### src/rtl/screen_wr_buffer.sv
// Screen write buffer. Filters CPU memory writes down to the screen window,
// merges repeated writes to the newest word, and drains them in order to video RAM.
module screen_wr_buffer #(
    parameter int                DEPTH       = 16,
    parameter int                DATA_W      = 16,
    parameter int                ADDR_W      = 15,
    parameter logic [ADDR_W-1:0] SCREEN_BASE = 'h4000,
    parameter int                SCREEN_AW   = 13,
    parameter int                DROP_W      = 8
) (
    input  logic                       Clock,
    input  logic                       Reset,
    input  logic                       CpuWrEn,
    input  logic [ADDR_W-1:0]          CpuWrAddr,
    input  logic [DATA_W-1:0]          CpuWrData,
    output logic                       VramWrEn,
    output logic [SCREEN_AW-1:0]       VramAddr,
    output logic [DATA_W-1:0]          VramData,
    input  logic                       VramReady,
    output logic [$clog2(DEPTH):0]     Count,
    output logic                       Full,
    output logic                       Overflow,
    output logic [DROP_W-1:0]          DropCnt,
    input  logic                       ClrOverflow
);

    localparam int PtrW = $clog2(DEPTH);
    localparam int CntW = PtrW + 1;
    localparam logic [ADDR_W:0] WinSize = (ADDR_W+1)'(1) << SCREEN_AW;
    localparam logic [ADDR_W:0] WinEnd  = {1'b0, SCREEN_BASE} + WinSize;

    logic [DATA_W-1:0]    dataMem [DEPTH];
    logic [SCREEN_AW-1:0] addrMem [DEPTH];

    logic [PtrW-1:0]      rdPtr, wrPtr, lastPtr;
    logic [CntW-1:0]      count;
    logic                 overflow;
    logic [DROP_W-1:0]    dropCnt;

    logic                 inWindow, pop, merge, push, pushOk, drop;
    logic [SCREEN_AW-1:0] offset;

    assign inWindow = CpuWrEn && (CpuWrAddr >= SCREEN_BASE) && ({1'b0, CpuWrAddr} < WinEnd);
    // Low bits of the difference only depend on low bits of the operands.
    assign offset   = CpuWrAddr[SCREEN_AW-1:0] - SCREEN_BASE[SCREEN_AW-1:0];
    assign lastPtr  = wrPtr - PtrW'(1);

    assign VramWrEn = (count != '0);
    assign VramAddr = addrMem[rdPtr];
    assign VramData = dataMem[rdPtr];
    assign Count    = count;
    assign Full     = (count == CntW'(DEPTH));
    assign Overflow = overflow;
    assign DropCnt  = dropCnt;

    assign pop    = VramWrEn && VramReady;
    // A lone entry leaving this cycle can no longer absorb the write.
    assign merge  = inWindow && (count != '0) && (addrMem[lastPtr] == offset)
                    && !((count == CntW'(1)) && pop);
    assign push   = inWindow && !merge;
    assign pushOk = push && (!Full || pop);
    assign drop   = push && Full && !pop;

    always_ff @(posedge Clock) begin
        if (pushOk) begin
            dataMem[wrPtr] <= CpuWrData;
            addrMem[wrPtr] <= offset;
        end else if (merge) begin
            dataMem[lastPtr] <= CpuWrData;
        end
    end

    always_ff @(posedge Clock) begin
        if (Reset) begin
            rdPtr    <= '0;
            wrPtr    <= '0;
            count    <= '0;
            overflow <= 1'b0;
            dropCnt  <= '0;
        end else begin
            if (pop)    rdPtr <= rdPtr + PtrW'(1);
            if (pushOk) wrPtr <= wrPtr + PtrW'(1);
            count <= count + CntW'(pushOk) - CntW'(pop);
            // A drop in the clearing cycle still gets recorded.
            if (drop) begin
                overflow <= 1'b1;
                if (ClrOverflow)   dropCnt <= DROP_W'(1);
                else if (~&dropCnt) dropCnt <= dropCnt + DROP_W'(1);
            end else if (ClrOverflow) begin
                overflow <= 1'b0;
                dropCnt  <= '0;
            end
        end
    end

endmodule

### config.mk
export PLATFORM = sky130hd
export DESIGN_NAME = screen_wr_buffer
export DESIGN_NICKNAME = d
export VERILOG_FILES = /design/src/rtl/screen_wr_buffer.sv
export SDC_FILE = /design/constraint.sdc
export NUM_CORES = 1
export LEC_CHECK = 0
export BUFFER_PORTS_ARGS = -buffer_cell sky130_fd_sc_hd__buf_2
export CAP_MARGIN = 40
export CORE_ASPECT_RATIO = 0.6
export CORE_MARGIN = 2
export CORE_UTILIZATION = 40
export CTS_BUF_LIST = sky130_fd_sc_hd__clkbuf_16
export CTS_CLUSTER_DIAMETER = 30
export DETAILED_ROUTE_END_ITERATION = 8
export GPL_TIMING_DRIVEN = 0
export HOLD_SLACK_MARGIN = 0.1
export RECOVER_POWER = 50
export SYNTH_ARGS = -nofsm -noshare
export SYNTH_HDL_FRONTEND = slang
export SYNTH_SLANG_ARGS = --single-unit
export TNS_END_PERCENT = 10
### constraint.sdc
create_clock -name Clock -period 13.1 [get_ports Clock]
set_input_delay 1.965 -clock Clock [delete_from_list [all_inputs] [get_ports Clock]]
set_output_delay 1.965 -clock Clock [all_outputs]
set_load 0.01 [all_outputs]
======== Yosys cells after proc, flatten, opt, wreduce, memory -nomap -nowiden ========
Memories as Yosys holds them, arrays and structs flattened. A register that Yosys moved wholly into a read port is not among the register bits.
Cells that the tools add are included.
operators by class
  add/subtract/negate cells ............... 6
  magnitude comparators ................... 2
  eq/ne operators ......................... 4
  mux-type cells .......................... 18
  reduce and logical (&&, ||, !) cells .... 21
operators with widths
  kind                  count
  $mux 8                4
  $mux 4                5
  $mux 16               1
  $reduce_or 16->1      1
  $ge 15x15->1 const B  1
  $lt 15x15->1 const B  1
  $eq 13x13->1          1
  $logic_and 1x1->1     11
  $add 4x1->4 const B   2
  $add 8x1->8 const B   1
  $mux 1                8
  $reduce_and 8->1      1
  $add 5x1->5           1
  $eq 5x1->1 const B    1
  $eq 5x5->1 const B    1
  $reduce_bool 5->1     1
  $sub 5x1->5           1
  $logic_not 1->1       4
  $sub 4x1->4 const B   1
  $ne 2x2->1 const B    1
  $reduce_and 2->1      1
  $reduce_bool 2->1     1
  $logic_or 1x1->1      1
word-level totals
  bits in registers ....................... 22
  bits in writable memories ............... 464
  input bits .............................. 36
  output and inout bits ................... 45
  word-level logic and storage cells ...... 58
  memories ................................ 2
memory list
  memory   words  width  rd ports  clocked after memory_dff  wr ports  line  text
  dataMem  16     16     1         1                         1         32    logic [DATA_W-1:0] dataMem [DEPTH];
  addrMem  16     13     2         1                         1         33    logic [SCREEN_AW-1:0] addrMem [DEPTH];

======== Logic depth before layout (Yosys ltp) ========
  depth after elaboration ................. 13
  mapped depth ............................ 27
  gate-level depth less buffers ........... 19

======== Least setup slack after synthesis ========
No wires, ideal clock.
  path type ............................... register to register
  start point ............................. register wrPtr[0]
  end point ............................... memory addrMem[7][0] (enable)
  library setup time ...................... 0.402 ns
  arrival time ............................ 4.376 ns
  data required time ...................... 12.698 ns
  path slack .............................. 8.321 ns
  cell stages (with the launch flop) ...... 19
  buffers on the path ..................... 7
  clock period less this slack ............ 4.779 ns
  path through ............................ dfxtp_1 > buf_2 > buf_6 > buf_4 > inv_2 > ha_1 > buf_6 > buf_4 > buf_2 > buf_2 > mux4_2 > mux2i_1 > mux2i_1 > xor2_1 > nor2_1 > nand4b_1 > nor2_4 > nand4b_1 > nor3b_1
between the ends
  cells in the longest elaborated chain, start to end .. 10
RTL lines
  what                          line  text
  from (decl)                   35    logic [PtrW-1:0] rdPtr, wrPtr, lastPtr;
  from (signal assigned)        82    if (pushOk) wrPtr <= wrPtr + PtrW'(1);
  $sub 4x1->4                   46    assign lastPtr = wrPtr - PtrW'(1);
  net lastPtr[0]                35
  $mem_v2 16x13                 --
  $eq 13x13->1                  58    assign merge = inWindow && (count != '0) && (addrMem[lastPtr] == offset)
  $logic_and 1x1->1             58
  $logic_and 1x1->1             59    && !((count == CntW'(1)) && pop);
  $logic_not 1->1               60    assign push = inWindow && !merge;
  $logic_and 1x1->1             60
  $logic_and 1x1->1             61    assign pushOk = push && (!Full || pop);
  $mux 1                        65    if (pushOk) begin
  $mux 1 (implied by the code)  67    addrMem[wrPtr] <= offset;
  to (decl)                     33
The timed path passes the listed nets, and every way through them passes these cells.

======== Final worst setup path ========
  start point ............................. register wrPtr[0]
  end point ............................... memory dataMem[0][13] (enable)
between the ends
  cells in the longest elaborated chain, start to end .. 12
  elaborated cells on any way between the ends .. 16
  classes of those cells .................. add/sub (1); eq/ne (1); mux (7); reduce/logical (6); memory (1)
RTL lines
  what                                               line  text
  $sub 4x1->4 (*)                                    46
  net lastPtr[0]                                     35
  $mem_v2 16x13                                      --
  $eq 13x13->1                                       58
  $logic_and 1x1->1                                  58
  $logic_and 1x1->1                                  59
  $logic_not 1->1                                    60
  $logic_and 1x1->1                                  60
  $logic_and 1x1->1                                  61
  $mux 1                                             65
  $mux 1 (implied by the code)                       69    dataMem[lastPtr] <= CpuWrData;
  $reduce_or 16->1 (no line)                         --
  $mux 4 (no line) / $mux 1 (equally long branches)  --
  to (decl)                                          32
Mark *: on every way through the listed nets, which the timed path passes. The rest lies on a longest branch.

==> out/results.ini <==
[status]
status = finished clean

[sta]
relSlewSlack = 0.393
finalSetupTns_ns = 0
slew_violations = 0
finalHoldViolCount = 0
max_freq_mhz = 129
setup_viol = 0
timing.final.crit_period_ns = 7.78
period_share = 0.594
fin_skew_ns = 0.0196
hold_ws_ns = 0.501
rsz0062_at_grt = false
worst_slew_pin_slew_ns = 0.910

[setup_path]
crit_type = reg2reg
crit_family = buffers and inverters
critPathLaunchType = register
crit_arrival_ns = 8.08
crit_buf_inv = 9
cp.required_ns = 13.41
cp-end-kind = register
path_cells = buf_2 > buf_6 > buf_4 > inv_2 > ha_1 > buf_6 > clkbuf_1 > clkbuf_1 > mux4_2 > mux2i_1 > mux2i_1 > xor2_1 > nor4_1 > nand4b_1 > nor2_1 > buf_4 > a31oi_1 > nor2_2 > buf_8
critPathMaxFanout = 12
slowest_stage = nor2_2
slowest_delay_ns = 0.78

[logic_synthesis]
synthCells = 1014
yosysTopAreaCell = edfxtp_1
yosys-top-cells-count = edfxtp_1, mux4_2, nor2_1
synth-edff-count = 464
synth-seq-cells = 490
netlist_area_um2 = 21100
synth_area_per_cell_um2 = 20.8
syn_nets = 1063
yosys_warnings = 0
synth.most_common_cell = edfxtp_1
yosysSeqAreaShare = 0.685
synth_top_area_share = 0.660
synthFlopType = edfxtp_1
yosysUniqueCellTypes = 58
postSynth.asyncResetShare = 0
synthTopCellsByArea = edfxtp_1, mux4_2, dfxtp_1

[final_layout]
finalInstanceArea_um2 = 26300
area_growth_pct = 24.9
fin_util = 0.504
nNetsFinal = 1295
diodes = 0
drive_gt1_frac = 0.368

[pwr]
p_int_mw = 3.65
power_density_nw_per_um2 = 187
total_power_mw = 4.92
p_leak_nw = 8.42
swShare = 0.258
seq_power_share = 0.355
pwr-share-clk = 0.464
switching_power_mw = 1.27
ir_drop_mv = 0.113
p_comb_frac = 0.181

[placement]
hpwl_mm = 40.1
port_buffers = 80
place_area_um2 = 23400
place_congestion = 0.830

[floorplan]
initial_core_util = 0.403
ios = 81
dieArea_um2 = 54700
num_rows = 65
core_area_um2 = 52300
die_width_um = 300
die_height_um = 182

[hold_path]
hp-class = reg2reg

[clocking]
h-tree-depth = 3
clock_tree.root_cell = clkbuf_16
cts_resized = 0
numCtsBuffers = 87
path_clk_slew_ns = 0.05
post_cts_buffers = 0
cts.sinks = 490
cts_tree = yes
insertion_delay_ns = 0.61
postCtsHoldBufs = 0
ctsLongestPathBuffers = 3

[drt]
first_pass_iters = 6
vias = 11800
routed_wl_mm = 57.3
drt_iter0_drc = 1373
wl_per_cell_um = 28.3
via_per_inst = 5.83
drc = 0
antenna_left = 0

[global_routing]
track_usage = 0.214
grt_max_degree = 20
grt_pass1_vias = 11800
antenna_found_initial = 0
overflow = 0
grt_pass1_wl_mm = 83.2

[flow_run]
maxCapViolCount = 0

[final cells by class]
class                   count  area, um^2
fillers                  4095       26000
plain buffers              60         315
clock buffers              90        2250
multi-input cells         451        6320
repair buffers            143        1300
well taps                 703         880
flip-flops and latches    490       14500
clock inverters            73         767
inverters                  13        48.8
[registers in the layout, summed over array words and instances, names as in the netlist, named ones only]
register	flops
Count	5
DropCnt	8
addrMem	208
rdPtr	4
Overflow	1
dataMem	256
wrPtr	4
[worst register-to-register path: cells and delay by family (launching register included)]
family,cells,cell delay (ns)
AO/OA/AOI/OAI,1,0.27
flip-flops,1,0.36
AND/OR/NAND/NOR,4,2.55
XOR/XNOR,1,0.18
adder cells (fa/ha/maj),1,0.38
buffers and inverters,9,2.94
multiplexers,3,0.80
[layer usage]
layer / part of all wire / routed length, um / global-route usage / vias up
met1: 0.46 / 26200 / 0.337 / 6232
li1: - / - / - / 4797
met2: 0.41 / 23600 / 0.289 / 641
met5: 0.0013 / 75 / 0.00970 / -
met3: 0.10 / 5930 / 0.0560 / 112
met4: 0.024 / 1380 / 0.0572 / 2
[power by group through the flow]
stage	registers, mW	logic [mW]	clock network, mW
floorplan	1.78	0.554	0
global placement	1.78	0.829	0
detailed placement	1.78	0.902	0
CTS	1.75	0.906	2.32
global route	1.75	0.953	2.39
finish	1.75	0.888	2.28
[path summary, 6_finish.rpt]
path	depth (start not counted)	start	endpoint	slack [ns]
min	2	Overflow$_SDFFE_PP0P_	Overflow$_SDFFE_PP0P_	0.50
max	19	wrPtr[0]$_SDFFE_PP0P_	dataMem[0][13]$_DFFE_PP_	5.32
min reg2reg	2	Overflow$_SDFFE_PP0P_	Overflow$_SDFFE_PP0P_	0.50
max reg2reg	19	wrPtr[0]$_SDFFE_PP0P_	dataMem[0][13]$_DFFE_PP_	5.32
[per-stage QoR]
| stage | std cells | worst slack [ns] |
|---|---|---|
| 6_report | 2023 | 5.32 |
| 5_1_grt | 2023 | 4.85 |
| 4_1_cts | 2023 | 6.27 |
| 3_5_place_dp | 1860 | 6.30 |
| 3_3_place_gp | 1797 | 5.41 |
| 2_1_floorplan | 1014 | 8.32 |
[cell usage in the layout, fill, tap and decap left out, types with 14 or more instances in the layout]
cell type	count
xor2_1	14
mux4_2	192
clkbuf_1	81
edfxtp_1	464
clkinvlp_4	15
nor2_2	17
nor2_1	28
clkbuf_16	90
inv_1	20
dfxtp_1	26
buf_6	27
mux2i_1	43
buf_8	32
buf_2	38
[logic make-up (layout without fill, tap and decap cells)]
kind of cell	count (synthesis)	after routing	synth area share
simple gates	136	136	0.0358
buf+inv	73	379	0.0173
flops	490	490	0.685
xor+xnor	23	23	0.0108
mux	244	244	0.231
compound gates	35	35	0.0118
fa+ha+maj	13	13	0.00807
Power figures use the tool's default switching activity.
